`src/rtl/tt_um_down_timer_pkg.sv`:
```
// Shared constants for the down timer: FSM state encodings and run modes.
package tt_um_down_timer_pkg;

  localparam logic [1:0] ST_IDLE  = 2'd0;
  localparam logic [1:0] ST_RUN   = 2'd1;
  localparam logic [1:0] ST_PAUSE = 2'd2;
  localparam logic [1:0] ST_DONE  = 2'd3;

  localparam logic MODE_ONESHOT  = 1'b0;
  localparam logic MODE_PERIODIC = 1'b1;

endpackage

```
`src/rtl/tt_um_down_timer_if.sv`:
```
// Control and status bundle of the down timer. The master drives the load
// handshake and start/stop/mode controls; the slave (the timer) drives status.
interface tt_um_down_timer_if #(parameter int BW = 8);

  logic          load_valid_i;
  logic          load_ready_o;
  logic [BW-1:0] load_val_i;
  logic          mode_i;
  logic          start_i;
  logic          stop_i;
  logic [BW-1:0] count_o;
  logic          busy_o;
  logic          expire_o;
  logic [BW-1:0] expire_cnt_o;

  modport master (
    output load_valid_i, load_val_i, mode_i, start_i, stop_i,
    input  load_ready_o, count_o, busy_o, expire_o, expire_cnt_o
  );

  modport slave (
    input  load_valid_i, load_val_i, mode_i, start_i, stop_i,
    output load_ready_o, count_o, busy_o, expire_o, expire_cnt_o
  );

endinterface

```
`src/rtl/tt_um_down_timer_event_counter.sv`:
```
// BW-bit wrapping up counter with increment enable and synchronous clear.
// Clear wins over increment so a load always leaves the counter at zero.
module tt_um_event_counter #(
  parameter int BW = 8
) (
  input  logic          clk_i,
  input  logic          rst_ni,
  input  logic          clr,
  input  logic          inc,
  output logic [BW-1:0] value
);

  logic [BW-1:0] cnt_q;

  // Clear has priority; increment wraps modulo 2^BW without saturating.
  always_ff @(posedge clk_i or negedge rst_ni) begin
    if (!rst_ni) begin
      cnt_q <= '0;
    end else if (clr) begin
      cnt_q <= '0;
    end else if (inc) begin
      cnt_q <= cnt_q + BW'(1);
    end
  end

  assign value = cnt_q;

endmodule

```
`src/rtl/tt_um_down_timer.sv`:
```
// Programmable countdown timer with one-shot / periodic modes, pause/resume
// and a wrapping expiration counter. FSM and count/reload datapath live here.
module tt_um_down_timer
  import tt_um_down_timer_pkg::*;
#(
  parameter int BW = 8
) (
  input logic             clk_i,
  input logic             rst_ni,
  tt_um_down_timer_if.slave bus
);

  localparam logic [BW-1:0] ONE = BW'(1);

  logic [1:0]    state_q, state_d;
  logic [BW-1:0] count_q, count_d;
  logic [BW-1:0] reload_q, reload_d;
  logic          mode_q, mode_d;
  logic          expire_q, expire_d;
  logic          load_ready;
  logic          load_fire;
  logic          cnt_clr;
  logic          cnt_inc;

  assign load_ready = (state_q != ST_RUN);
  assign load_fire  = bus.load_valid_i && load_ready;

  // Next-state logic: a load beats everything, otherwise the current state decides.
  always_comb begin
    state_d  = state_q;
    count_d  = count_q;
    reload_d = reload_q;
    mode_d   = mode_q;
    expire_d = 1'b0;
    cnt_clr  = 1'b0;
    cnt_inc  = 1'b0;
    if (load_fire) begin
      count_d  = bus.load_val_i;
      reload_d = bus.load_val_i;
      cnt_clr  = 1'b1;
      state_d  = ST_IDLE;
    end else begin
      case (state_q)
        ST_IDLE: begin
          if (bus.start_i && (count_q != '0)) begin
            mode_d  = bus.mode_i;
            state_d = ST_RUN;
          end
        end
        ST_RUN: begin
          if (bus.stop_i) begin
            state_d = ST_PAUSE;
          end else if (count_q > ONE) begin
            count_d = count_q - ONE;
          end else if (count_q == ONE) begin
            expire_d = 1'b1;
            cnt_inc  = 1'b1;
            if (mode_q == MODE_PERIODIC) begin
              count_d = reload_q;
            end else begin
              count_d = '0;
              state_d = ST_DONE;
            end
          end
        end
        ST_PAUSE: begin
          if (bus.start_i) begin
            state_d = ST_RUN;
          end
        end
        ST_DONE: begin
          if (bus.start_i && (reload_q != '0)) begin
            count_d = reload_q;
            mode_d  = bus.mode_i;
            state_d = ST_RUN;
          end
        end
        default: state_d = ST_IDLE;
      endcase
    end
  end

  // State and datapath registers; reset forces an idle, empty timer.
  always_ff @(posedge clk_i or negedge rst_ni) begin
    if (!rst_ni) begin
      state_q  <= ST_IDLE;
      count_q  <= '0;
      reload_q <= '0;
      mode_q   <= MODE_ONESHOT;
      expire_q <= 1'b0;
    end else begin
      state_q  <= state_d;
      count_q  <= count_d;
      reload_q <= reload_d;
      mode_q   <= mode_d;
      expire_q <= expire_d;
    end
  end

  tt_um_event_counter #(.BW(BW)) u_expire_cnt (
    .clk_i  (clk_i),
    .rst_ni (rst_ni),
    .clr    (cnt_clr),
    .inc    (cnt_inc),
    .value  (bus.expire_cnt_o)
  );

  assign bus.load_ready_o = load_ready;
  assign bus.count_o      = count_q;
  assign bus.busy_o       = (state_q == ST_RUN);
  assign bus.expire_o     = expire_q;

endmodule

```
`src/flat_wrapper.sv`:
```
// flat-port wrapper written by rule: the top's interface ports become plain ports
module tt_um_down_timer_flat import tt_um_down_timer_pkg::*;
#(
  parameter int BW = 8
)
  (clk_i, rst_ni, bus_load_valid_i, bus_load_val_i, bus_mode_i, bus_start_i, bus_stop_i, bus_load_ready_o, bus_count_o, bus_busy_o, bus_expire_o, bus_expire_cnt_o);
  tt_um_down_timer_if #(.BW(BW)) bus_i ();
  input logic clk_i;
  input logic rst_ni;
  input wire logic [$bits(bus_i.load_valid_i)-1:0] bus_load_valid_i;
  input wire logic [$bits(bus_i.load_val_i)-1:0] bus_load_val_i;
  input wire logic [$bits(bus_i.mode_i)-1:0] bus_mode_i;
  input wire logic [$bits(bus_i.start_i)-1:0] bus_start_i;
  input wire logic [$bits(bus_i.stop_i)-1:0] bus_stop_i;
  output wire logic [$bits(bus_i.load_ready_o)-1:0] bus_load_ready_o;
  output wire logic [$bits(bus_i.count_o)-1:0] bus_count_o;
  output wire logic [$bits(bus_i.busy_o)-1:0] bus_busy_o;
  output wire logic [$bits(bus_i.expire_o)-1:0] bus_expire_o;
  output wire logic [$bits(bus_i.expire_cnt_o)-1:0] bus_expire_cnt_o;
  assign bus_i.load_valid_i = bus_load_valid_i;
  assign bus_i.load_val_i = bus_load_val_i;
  assign bus_i.mode_i = bus_mode_i;
  assign bus_i.start_i = bus_start_i;
  assign bus_i.stop_i = bus_stop_i;
  assign bus_load_ready_o = bus_i.load_ready_o;
  assign bus_count_o = bus_i.count_o;
  assign bus_busy_o = bus_i.busy_o;
  assign bus_expire_o = bus_i.expire_o;
  assign bus_expire_cnt_o = bus_i.expire_cnt_o;
  tt_um_down_timer #(.BW(BW)) u_core (.clk_i(clk_i), .rst_ni(rst_ni), .bus(bus_i));
endmodule
```
`config.mk`:
```
export PLATFORM = sky130hd
export DESIGN_NAME = tt_um_down_timer_flat
export DESIGN_NICKNAME = d
export VERILOG_FILES = /design/src/rtl/tt_um_down_timer_pkg.sv /design/src/rtl/tt_um_down_timer_if.sv /design/src/rtl/tt_um_down_timer_event_counter.sv /design/src/rtl/tt_um_down_timer.sv /design/src/flat_wrapper.sv
export SDC_FILE = /design/constraint.sdc
export NUM_CORES = 1
export LEC_CHECK = 0
export CORE_MARGIN = 2
export CORE_UTILIZATION = 46
export DETAILED_ROUTE_END_ITERATION = 10
export PLACE_DENSITY = 0.75
export REMOVE_ABC_BUFFERS = 1
export SYNTH_ARGS = -nofsm -noshare
export SYNTH_HDL_FRONTEND = slang
export SYNTH_HIERARCHICAL = 1
export SYNTH_SLANG_ARGS = --single-unit
export TNS_END_PERCENT = 1
```
`constraint.sdc`:
```
create_clock -name clk_i -period 2.2 [get_ports clk_i]
set_input_delay 0.44 -clock clk_i [delete_from_list [all_inputs] [get_ports clk_i]]
set_output_delay 0.44 -clock clk_i [all_outputs]
set_load 0.01 [all_outputs]
```
# After elaboration in Yosys (flattened, before gate mapping)
# Index checks and enable logic that the tools add are counted.
classes:
  n_addsub: 2
  n_mul: 0
  div: 0
  order_cmp: 1
  eq_ne: 15
  n_shift: 0
  muxes: 27
  n_bitwise: 1
  reduce_logical: 12
ops:
  columns: ["op", "n"]
  rows:
  - ["$mux 8", 8]
  - ["$mux 2", 8]
  - ["$pmux 8 s2", 1]
  - ["$reduce_bool 8->1", 2]
  - ["$add 8x1->8 const B", 1]
  - ["$eq 8x1->1 const B", 1]
  - ["$gt 8x1->1 const B", 1]
  - ["$mux 1", 8]
  - ["$pmux 2 s4", 1]
  - ["$reduce_and 4->1", 2]
  - ["$sub 8x1->8 const B", 1]
  - ["$ne 2x1->1 const B", 3]
  - ["$ne 3x1->1 const B", 2]
  - ["$ne 3x2->1 const B", 2]
  - ["$reduce_and 6->1", 1]
  - ["$eq 2x2->1 const B", 2]
  - ["$ne 4x1->1 const B", 1]
  - ["$ne 4x2->1 const B", 1]
  - ["$ne 4x3->1 const B", 1]
  - ["$ne 4x4->1 const B", 1]
  - ["$reduce_bool 2->1", 2]
  - ["$logic_and 1x1->1", 3]
  - ["$reduce_bool 3->1", 1]
  - ["$eq 2x1->1 const B", 1]
  - ["other kinds (3)", 3]
word_totals:
  reg_bits: 28
  latch_bits: 0
  mem_bits_rw: 0
  rom_bits: 0
  in_bits: 14
  out_inout_bits: 19
  word_cells: 64
  memories: 0

# Longest topological paths before layout
# Gate-level depths: netlist of run 1.
depth:
  ltp_word: 8
  depth_mapped: 10

# Modules after synthesis
# The synthesis of run 1 kept the hierarchy.
by_module_without_submodules:
  columns: ["module", "n_inst", "cells_each", "area_per_inst_um2", "seq_area_each_um2"]
  rows:
  - ["tt_um_down_timer", 1, 138, 1281.2, 500.5]
  - ["tt_um_event_counter", 1, 37, 396.6, 200.2]

# Least setup slack after synthesis of run 1
# OpenSTA, ideal clock, no wires.
synth_timing:
  path_kind: "register to register"
  from: "register u_core.state_q[1]"
  to: "register u_core.u_expire_cnt.cnt_q[5], in the netlist u_core/u_expire_cnt/value[5]"
  setup_ns: 0.077
  arrival_ns: 2.466
  slack_ns: -0.344
  path_stages_with_launch: 11
  period_less_slack_ns: 2.544
  cell_sequence: "dfrtp_1 inv_1 ha_1 nand2b_1 inv_1 clkbuf_1 clkbuf_1 buf_4 o2111ai_4 or3_1 a21oi_1"
synth_between:
  elab_chain_cells: 4
synth_lines:
  columns: ["item", "line_no", "text"]
  rows:
  - ["from (decl)", "tt_um_down_timer.sv:15", "logic [1:0] state_q, state_d;"]
  - ["from (signal assigned)", "tt_um_down_timer.sv:92", "state_q <= state_d;"]
  - ["$eq 2x1->1", null, null]
  - ["net bus_busy_o", "flat_wrapper.sv:17", "output wire logic [$bits(bus_i.busy_o)-1:0] bus_busy_o;"]
  - ["$mux 1", "tt_um_down_timer.sv:43", "case (state_q)"]
  - ["$mux 1", "tt_um_down_timer.sv:37", "if (load_fire) begin"]
  - ["$reduce_bool 2->1 (no line)", null, null]
  - ["to (signal assigned)", "tt_um_down_timer_event_counter.sv:22", "cnt_q <= cnt_q + BW'(1);"]
  - ["to (decl)", "tt_um_down_timer_event_counter.sv:13", "logic [BW-1:0] cnt_q;"]
# The timed path passes the listed nets, and every way through them passes these cells.
# A chain may end at the register's enable or synchronous reset.

# Worst setup path after layout of run 1
layout_timing:
  from: "register u_core.state_q[1]"
  to: "output bus_busy_o"
layout_between:
  elab_chain_cells: 1
layout_lines:
  columns: ["item", "line_no", "text"]
  rows:
  - ["$eq 2x1->1", "tt_um_down_timer.sv:110", "assign bus.busy_o = (state_q == ST_RUN);"]
  - ["to (decl)", "flat_wrapper.sv:17", null]
# Every way passes these cells.

==> out/metrics.yaml, run 1 <==
ys_types: 43
place.gp.congestion: 0.854
drt_iter0_drc: 187
core_area_um2: 3420
hold_viol: 0
dpl_cell_area_um2: 2080
setup_tns_ns: 0
post_drt_via_cell_ratio: 5.66
dp_hpwl_um: 3010
wl_per_cell_um: 15.2
crit_path_max_incr_delay_ns: 0.57
clk_pin_slew_ns: 0.15
final_common_cell: "nand2_1"
io_pins: 33
antenna_cells: 0
rsz0062_at_grt: "no"
hp-class: "input port to async pin"
worstMarginPinSlew_ns: 0.553
place_worst_setup_slack_ns: 0.0320
initial_core_util_pct: 49.1
slowest_stage: "clkdlybuf4s50_1"
num-fill-cells: 280
synth_edf_count: 0
drv_slew: 0
synth-seq-area-share_pct: 41.8
drv_cap: 0
die_x_um: 64.4
finalCriticalPeriod_ns: 2.06
startpoint_type: "flip-flop"
hold_slack_ns: 0.461
final_core_util_pct: 63.2
worst_skew_pair.late_latency_ns: 0.33
numCtsBuffers: 3
critPathCaptureType: "output pin"
ctsHtreeMaxLevel: 1
ys_async_sr_fraction_pct: 100
crit_family: "buffers and inverters"
worstPathCellList: "inv_1 > ha_1 > clkdlybuf4s50_1"
path_class: "flip-flop to output pin"
skew_ns: 0.00271
dr.pass1.iters: 5
max_freq_ghz: 0.485
cts_tree: "yes"
drive_above_1_share_pct: 15.7
ir_worst_vdd_mv: 0.612
grt_overflow: 0
design_area_um2: 2160
critical_path_buf_inv_count: 2
maxSlewHeadroom_pct: 62.9
wirelength_um: 3970
grt_pass1_wl_um: 6750
critical_path_arrival_ns: 1.62
p_leak_nw: 0.940
root_buffer: "clkbuf_4"
status: "finished, final reports clean"
grt_usage_pct: 20.8
dieArea_um2: 4150
layout_setup_ws_ns: 0.137
fin_crit_sh_pct: 93.8
grt_max_degree: 29
portBuffers: 32
syn_area_um2: 1680
yosys_warnings: 6
rows: 21
postSynthCellCount: 175
area_growth_pct: 28.6
antenna_left: 0
antenna_found_initial: 0
drc: 0
cts.sinks: 28
nets: 239
ys_ff_latch: 28
synth_top_flop_cell: "dfrtp_1"
worstPathRequired_ns: 1.76
grt_pass1_vias: 1433
final_cell_mix: "nand2_1 (32), clkdlybuf4s50_1 (31), dfrtp_1 (28), nor2_1 (15), o21ai_0 (14)"
holdBufCountCts: 0
p_per_area_nw_per_um2: 1230
die_h_um: 64.4
via_count: 1482
critPathMaxFanout: 5
final-setup-viol-count: 0
syn_area_per_cell_um2: 9.59
cts_buffer_depth: 2
-- logic make-up after synthesis --
family,share of synthesized area (%)
buf+inv,4.77
simple gates,20.3
compound gates,23.3
flops,41.8
mux,1.27
xor+xnor,2.61
fa+ha+maj,5.97
-- sequential cells by signal, summed over array words and instances (netlist names) --
register                   count
u_core/reload_q                8
u_core/bus.expire_o            1
u_core/state_q                 2
u_core/bus.count_o             8
u_core/mode_q                  1
u_core/u_expire_cnt/value      8
-- per-stage QoR --
step	power (W)	std cells
2_1_floorplan	0.00172	168
3_3_place_gp	0.00221	255
3_5_place_dp	0.00227	255
4_1_cts	0.00264	261
5_1_grt	0.00285	262
6_report	0.00265	262
-- power by group --
part / total, W / switching [W] / internal, W
Combinational: 0.00143 / 0.000754 / 0.000679
Sequential: 0.000876 / 0.000191 / 0.000685
Clock: 0.000340 / 0.000156 / 0.000184
-- synth_stat cells, types with 2 or more instances --
cell / count / area (um2)
o21ai_2: 2 / 17.5
nor3_1: 3 / 15.0
a21boi_0: 3 / 22.5
nor2_1: 15 / 56.3
inv_1: 10 / 37.5
nand4_1: 2 / 12.5
nand3_1: 4 / 20.0
a222oi_1: 6 / 60.1
ha_1: 8 / 100
or4_4: 2 / 22.5
buf_4: 2 / 15.0
a221oi_1: 2 / 17.5
o21ai_0: 14 / 70.1
dfrtp_1: 28 / 701
and3_1: 2 / 12.5
xor2_1: 4 / 35.0
a2111oi_2: 2 / 30.0
or3_1: 3 / 18.8
o21a_1: 2 / 15.0
nand2_1: 32 / 120
a21oi_1: 5 / 25.0
clkbuf_1: 3 / 11.3
-- what timing repair did --
item,in CTS,in global routing
resized for setup,1,1
setup buffers,2,1
cloned,0,0
setup endpoints to repair,1,8
pin swaps,0,1
-- worst register-to-register path: cells and delay by family, from the launching register on --
kind                       cells  cell delay [ns]
DFF                            1             0.42
and+or+nand+nor                2             0.56
buffers and inverters          2             0.45
adders and majority gates      1             0.27
AOI/OAI and AO/OA              2             0.30
-- routing by layer --
layer,vias up,part of all wire (%),global-route usage [%]
met1,733,45,27.0
met4,0,1.4,6.38
met2,34,50,35.3
met5,-,0,0
li1,709,-,-
met3,6,4.3,3.52
-- area by class of cell --
type                            instances  area [um2]  area share [%]
Tap cell                               46        57.6            2.67
Sequential cell                        28         701            32.5
Timing Repair Buffer                   44         413            19.1
Multi-Input combinational cell        130         897            41.6
Clock inverter                          1        30.0            1.39
Inverter                               10        37.5            1.74
Clock buffer                            3        22.5            1.04
-- path summary, 6_finish.rpt --
check	slack (ns)	depth (start not counted)	from	to
worst min register to register	0.53	2	u_core/reload_q[1]$_DFFE_PN0P_	u_core/reload_q[1]$_DFFE_PN0P_
min in group clk_i	0.53	2	u_core/reload_q[1]$_DFFE_PN0P_	u_core/reload_q[1]$_DFFE_PN0P_
worst max-delay path	0.14	3	u_core/state_q[1]$_DFFE_PN0P_	bus_busy_o
worst max register to register	0.14	7	u_core/state_q[0]$_DFFE_PN0P_	u_core/u_expire_cnt/value[7]$_DFFE_PN0P_
max in group asynchronous	1.48	2	rst_ni	u_core/reload_q[4]$_DFFE_PN0P_
worst min-delay path	0.46	2	rst_ni	u_core/bus.count_o[1]$_DFFE_PN0P_
Note: power is estimated with default switching activity, not from simulation.
==> run 2, diff against run 1 <==
--- a/config.mk
+++ b/config.mk
@@ -6,9 +6,10 @@
 export NUM_CORES = 1
 export LEC_CHECK = 0
 export CORE_MARGIN = 2
-export CORE_UTILIZATION = 46
+export CORE_UTILIZATION = 55
 export DETAILED_ROUTE_END_ITERATION = 10
-export PLACE_DENSITY = 0.75
+export GPL_ROUTABILITY_DRIVEN = 0
+export PLACE_DENSITY = 0.84
 export REMOVE_ABC_BUFFERS = 1
 export SYNTH_ARGS = -nofsm -noshare
 export SYNTH_HDL_FRONTEND = slang
==> constraint.sdc (replaced) <==
create_clock -name clk_i -period 2.4 [get_ports clk_i]
set_input_delay 0.48 -clock clk_i [delete_from_list [all_inputs] [get_ports clk_i]]
set_output_delay 0.48 -clock clk_i [all_outputs]
set_load 0.01 [all_outputs]
==> out/metrics.yaml, run 2 (synthesis gave the netlist of run 1 again) <==
drt_iter0_drc: 100
area_growth_pct: 25.2
antenna_found_initial: 0
cts_resized: 0
ir_worst_vdd_mv: 0.522
worstPathRequired_ns: 1.92
nets: 236
post_drt_via_cell_ratio: 6.16
numCtsBuffers: 3
die_x_um: 59.2
max_freq_ghz: 0.437
clk_pin_slew_ns: 0.16
drv_cap: 0
critPathCaptureType: "output pin"
initial_core_util_pct: 56.3
dpl_cell_area_um2: 2060
final_cell_mix: "clkdlybuf4s50_1 (32), nand2_1 (32), dfrtp_1 (28), nor2_1 (15), o21ai_0 (14)"
place_worst_setup_slack_ns: 0.174
core_area_um2: 2980
grt_usage_pct: 23.9
dr.pass1.iters: 5
worst_skew_pair.late_latency_ns: 0.33
via_count: 1515
critical_path_buf_inv_count: 2
final-setup-viol-count: 0
wirelength_um: 3970
cts_tree: "yes"
critPathMaxFanout: 5
cts.sinks: 28
p_per_area_nw_per_um2: 1090
crit_family: "buffers and inverters"
dieArea_um2: 3510
drv_slew: 0
slowest_stage: "clkdlybuf4s50_1"
fin_crit_sh_pct: 95.3
maxSlewHeadroom_pct: 61.5
drive_above_1_share_pct: 14.1
finalCriticalPeriod_ns: 2.29
antenna_left: 0
io_pins: 33
worstMarginPinSlew_ns: 0.574
startpoint_type: "flip-flop"
rows: 20
startpoint: "u_core/state_q[0]$_DFFE_PN0P_"
rsz0062_at_grt: "no"
p_leak_nw: 0.914
path_class: "flip-flop to output pin"
antenna_cells: 0
die_h_um: 59.2
root_buffer: "clkbuf_4"
hp-class: "input port to async pin"
status: "finished, final reports clean"
design_area_um2: 2100
portBuffers: 32
critical_path_arrival_ns: 1.81
grt_pass1_wl_um: 6440
worstReg2RegStart: "u_core/bus.count_o[0]$_DFFE_PN0P_"
crit_path_max_incr_delay_ns: 0.58
grt_pass1_vias: 1456
hold_viol: 0
dp_hpwl_um: 2890
grt_max_degree: 29
skew_ns: 0.0166
grt_overflow: 0
wl_per_cell_um: 16.1
drc: 0
worstPathCellList: "ha_1 > inv_1 > clkdlybuf4s50_1"
ctsHtreeMaxLevel: 1
cts_buffer_depth: 2
layout_setup_ws_ns: 0.112
[run 2: final timing paths]
check | end | slack [ns] | depth (start not counted)
max reg2reg | u_core/bus.count_o[3]$_DFFE_PN0P_ | 0.21 | 7
max in group asynchronous | u_core/u_expire_cnt/value[4]$_DFFE_PN0P_ | 1.63 | 2
min in group clk_i | u_core/reload_q[7]$_DFFE_PN0P_ | 0.53 | 2
min | u_core/bus.count_o[5]$_DFFE_PN0P_ | 0.50 | 2
min reg2reg | u_core/reload_q[7]$_DFFE_PN0P_ | 0.53 | 2
max | bus_load_ready_o | 0.11 | 3
[run 2: what timing repair did]
item                                    in CTS  in global routing
endpoints found under the setup margin       0                  1
setup buffers                                0                  1
hold buffers                                 0                  0
[run 2: final cells by class]
cell class	count	area, um2
Clock buffer	4	36.3
Fill cell	222	877
Inverter	10	37.5
Multi-Input combinational cell	130	897
Sequential cell	28	701
Tap cell	33	41.3
Timing Repair Buffer	41	388
[run 2: stage by stage]
stage | power [W] | setup TNS, ns | hold slack [ns] | instances | utilization [%]
after floorplan | 0.00158 | -0.0806 | 0.184 | 168 | -
after global placement | 0.00201 | 0 | 0.497 | 241 | 69.1
after detailed placement | 0.00205 | 0 | 0.496 | 241 | 69.1
after CTS | 0.00228 | 0 | 0.508 | 245 | 70.3
after global routing | 0.00246 | 0 | 0.513 | 246 | 70.5
final | 0.00230 | 0 | 0.498 | 246 | 70.5
[run 2: where the power goes]
| group | total, W | internal, W | switching (W) |
|---|---|---|---|
| Combinational | 0.00125 | 0.000587 | 0.000666 |
| Sequential | 0.000810 | 0.000628 | 0.000183 |
| Clock | 0.000232 | 0.0000927 | 0.000140 |
| Total | 0.00230 | 0.00131 | 0.000988 |
[run 2: routing by layer]
layer / global-route usage (%) / vias to the layer above / routed length (um)
met5: 0 / - / 0
met4: 6.82 / 0 / 19
met3: 2.62 / 2 / 170
met2: 43.0 / 45 / 1980
met1: 30.0 / 764 / 1800
li1: - / 704 / -
[run 2: worst reg2reg max path, cell delays in order (launching register included)]
cell and delay (ns):
dfrtp_1 0.50, inv_1 0.12, ha_1 0.22, or2_2 0.34, a311oi_4 0.53, o31a_2 0.25, o21ai_0 0.08, o21ai_1 0.10
==> patch (settings of run 1) <==
Reset style: synchronous (`rst_ni`), changed in 2 clocked blocks.
--- a/src/rtl/tt_um_down_timer_event_counter.sv
+++ b/src/rtl/tt_um_down_timer_event_counter.sv
@@ -14,5 +14,5 @@
 
   // Clear has priority; increment wraps modulo 2^BW without saturating.
-  always_ff @(posedge clk_i or negedge rst_ni) begin
+  always_ff @(posedge clk_i) begin
     if (!rst_ni) begin
       cnt_q <= '0;
--- a/src/rtl/tt_um_down_timer.sv
+++ b/src/rtl/tt_um_down_timer.sv
@@ -82,5 +82,5 @@
 
   // State and datapath registers; reset forces an idle, empty timer.
-  always_ff @(posedge clk_i or negedge rst_ni) begin
+  always_ff @(posedge clk_i) begin
     if (!rst_ni) begin
       state_q  <= ST_IDLE;
Check against the original RTL: differs if rst_ni is asserted again (counterexample within 4 cycles, from zero or initial values and one cycle with rst_ni low); with rst_ni held inactive, the same outputs for 10 cycles.
==> patch against run 1 <==
Count of clock-buffer cells in the layout stayed put. Synthesized cell count is 4.6% higher. Via count is 0.81% lower. Power is 8.9% lower. Design area is 6.1% lower. Wire length is 8.5% lower. Area after synthesis is 8.3% lower. Setup slack worse by 34 ps. Sequential cell count stayed put. Sequential share of layout area is 4.7 points lower. Critical path type is now flop to flop. Largest cell class unchanged.
==> patch: results (changes against run 1) <==
yosys:
  async_flop_share_pct: 0  # -100 points
  synth_top_family_by_area: "simple AND/OR/NAND/NOR gates"
  synthTopCellsByCount: "dfxtp_1, nand2_1, a21oi_1"
  synth.area.top_cells: "dfxtp_1, ha_1, nand2_1, a21oi_1, xor2_1"
  synthAdderAreaFrac_pct: 6.504  # +0.54 points
  synthMuxAreaShare_pct: 1.301  # +0.033 points
  synth_cell_types: 47  # +9.3%
  synth_xor_area_share_pct: 4.553  # +1.9 points
  synth_compound_area_share_pct: 21.79  # -1.6 points
  synth_seq_area_share_pct: 36.42  # -5.3 points
detailed_routing:
  drt_iter0_drc: 89  # -52%
  drtPass1Iterations: 4  # -1
  vias_per_cell: 5.465  # -3.4%
  wl_met3_um: 133  # -23%
  route.met2.wl_um: 1827  # -7.2%
  wl_met1_um: 1659  # -6.7%
  routedWlPerCell_um: 13.52  # -11%
placed_design:
  dpl_cell_area_sq_mm: 0.001958  # -5.9%
  dp_hpwl_um: 2795  # -7.1%
  gp_congestion: 0.8294  # -2.9%
  place_ws_ps: 45.48  # +13.51 ps
setup_path:
  regToRegSetupSlack_ps: 100  # -30 ps
  cp_max_fo: 6  # +1
  cpPeakStageDelay_ps: 500  # -70 ps
  endpoint: "u_core/bus.count_o[6]$_SDFFE_PN0P_"
  slowest_stage: "or3b_2"
  critPathTopFamily: "simple AND/OR/NAND/NOR gates"
  startpoint: "u_core/bus.count_o[0]$_SDFFE_PN0P_"
  rr_endpoint: "u_core/bus.count_o[6]$_SDFFE_PN0P_"
power:
  seq_power_mw: 0.713  # -19%
  peakVddDrop_mv: 0.5455  # -11%
  combinationalPower_mw: 1.37  # -4%
  p_leak_nw: 0.7722  # -18%
  netSwitchingPower_mw: 0.9561  # -13%
clock_network:
  post_cts_buffers: 0  # -2
global_route:
  grt_usage_pct: 20.18  # -0.60 points
  grt_pass1_wl_um: 5858  # -13%
  grt_max_degree: 17  # -41%
  met2_usage_pct: 35.34  # +0.052 points
  grt_use_met3_pct: 3.106  # -0.42 points
  use_met1_pct: 26.39  # -0.63 points
sta:
  max_slew_margin_pct: 59.68  # -3.2 points
  finClkSkew_ps: 6.374  # +3.666 ps
final_layout:
  fill_cells: 292  # +4.3%
  layout.nets: 246  # +2.9%
min_path:
  worst_hold_path_type: "flop to flop"
  hold_start: "u_core/reload_q[1]$_SDFFE_PN0P_"
status:
  status: "completed"
## patch: cell types whose count changed after synthesis, moves of 3 or more
cell,delta
dfrtp_1,-28
dfxtp_1,+28
a21oi_1,+12
o21ai_0,-11
nand2_1,-6
a21boi_0,-3
a221o_1,+3
a22o_1,+3
and2_1,+3
nor2_1,-3
o21ai_1,+3
or3_1,+3
## patch: metrics by stage
stage               instances  hold slack, ps  power, mW  util (%)
floorplan                 177           443.1      1.569         -
global placement          265           457.0      2.017     59.62
detailed placement        265           470.2      2.043     59.62
CTS                       269           489.7      2.398     61.22
global route              269           516.1      2.611     61.71
finish                    269           485.9      2.413     61.71
## patch: cell type report
cell class | instances | area share [%]
inverters | 10 | 1.852
flip-flops and latches | 28 | 27.72
multi-input cells | 139 | 45.49
clock buffers | 3 | 1.111
well taps | 46 | 2.840
clock inverters | 1 | 1.481
repair buffers | 42 | 19.51
## patch: repair_timing
action	CTS	global route
endpoints found under the setup margin	0	11
resized for setup	0	5
hold endpoints to repair	0	0
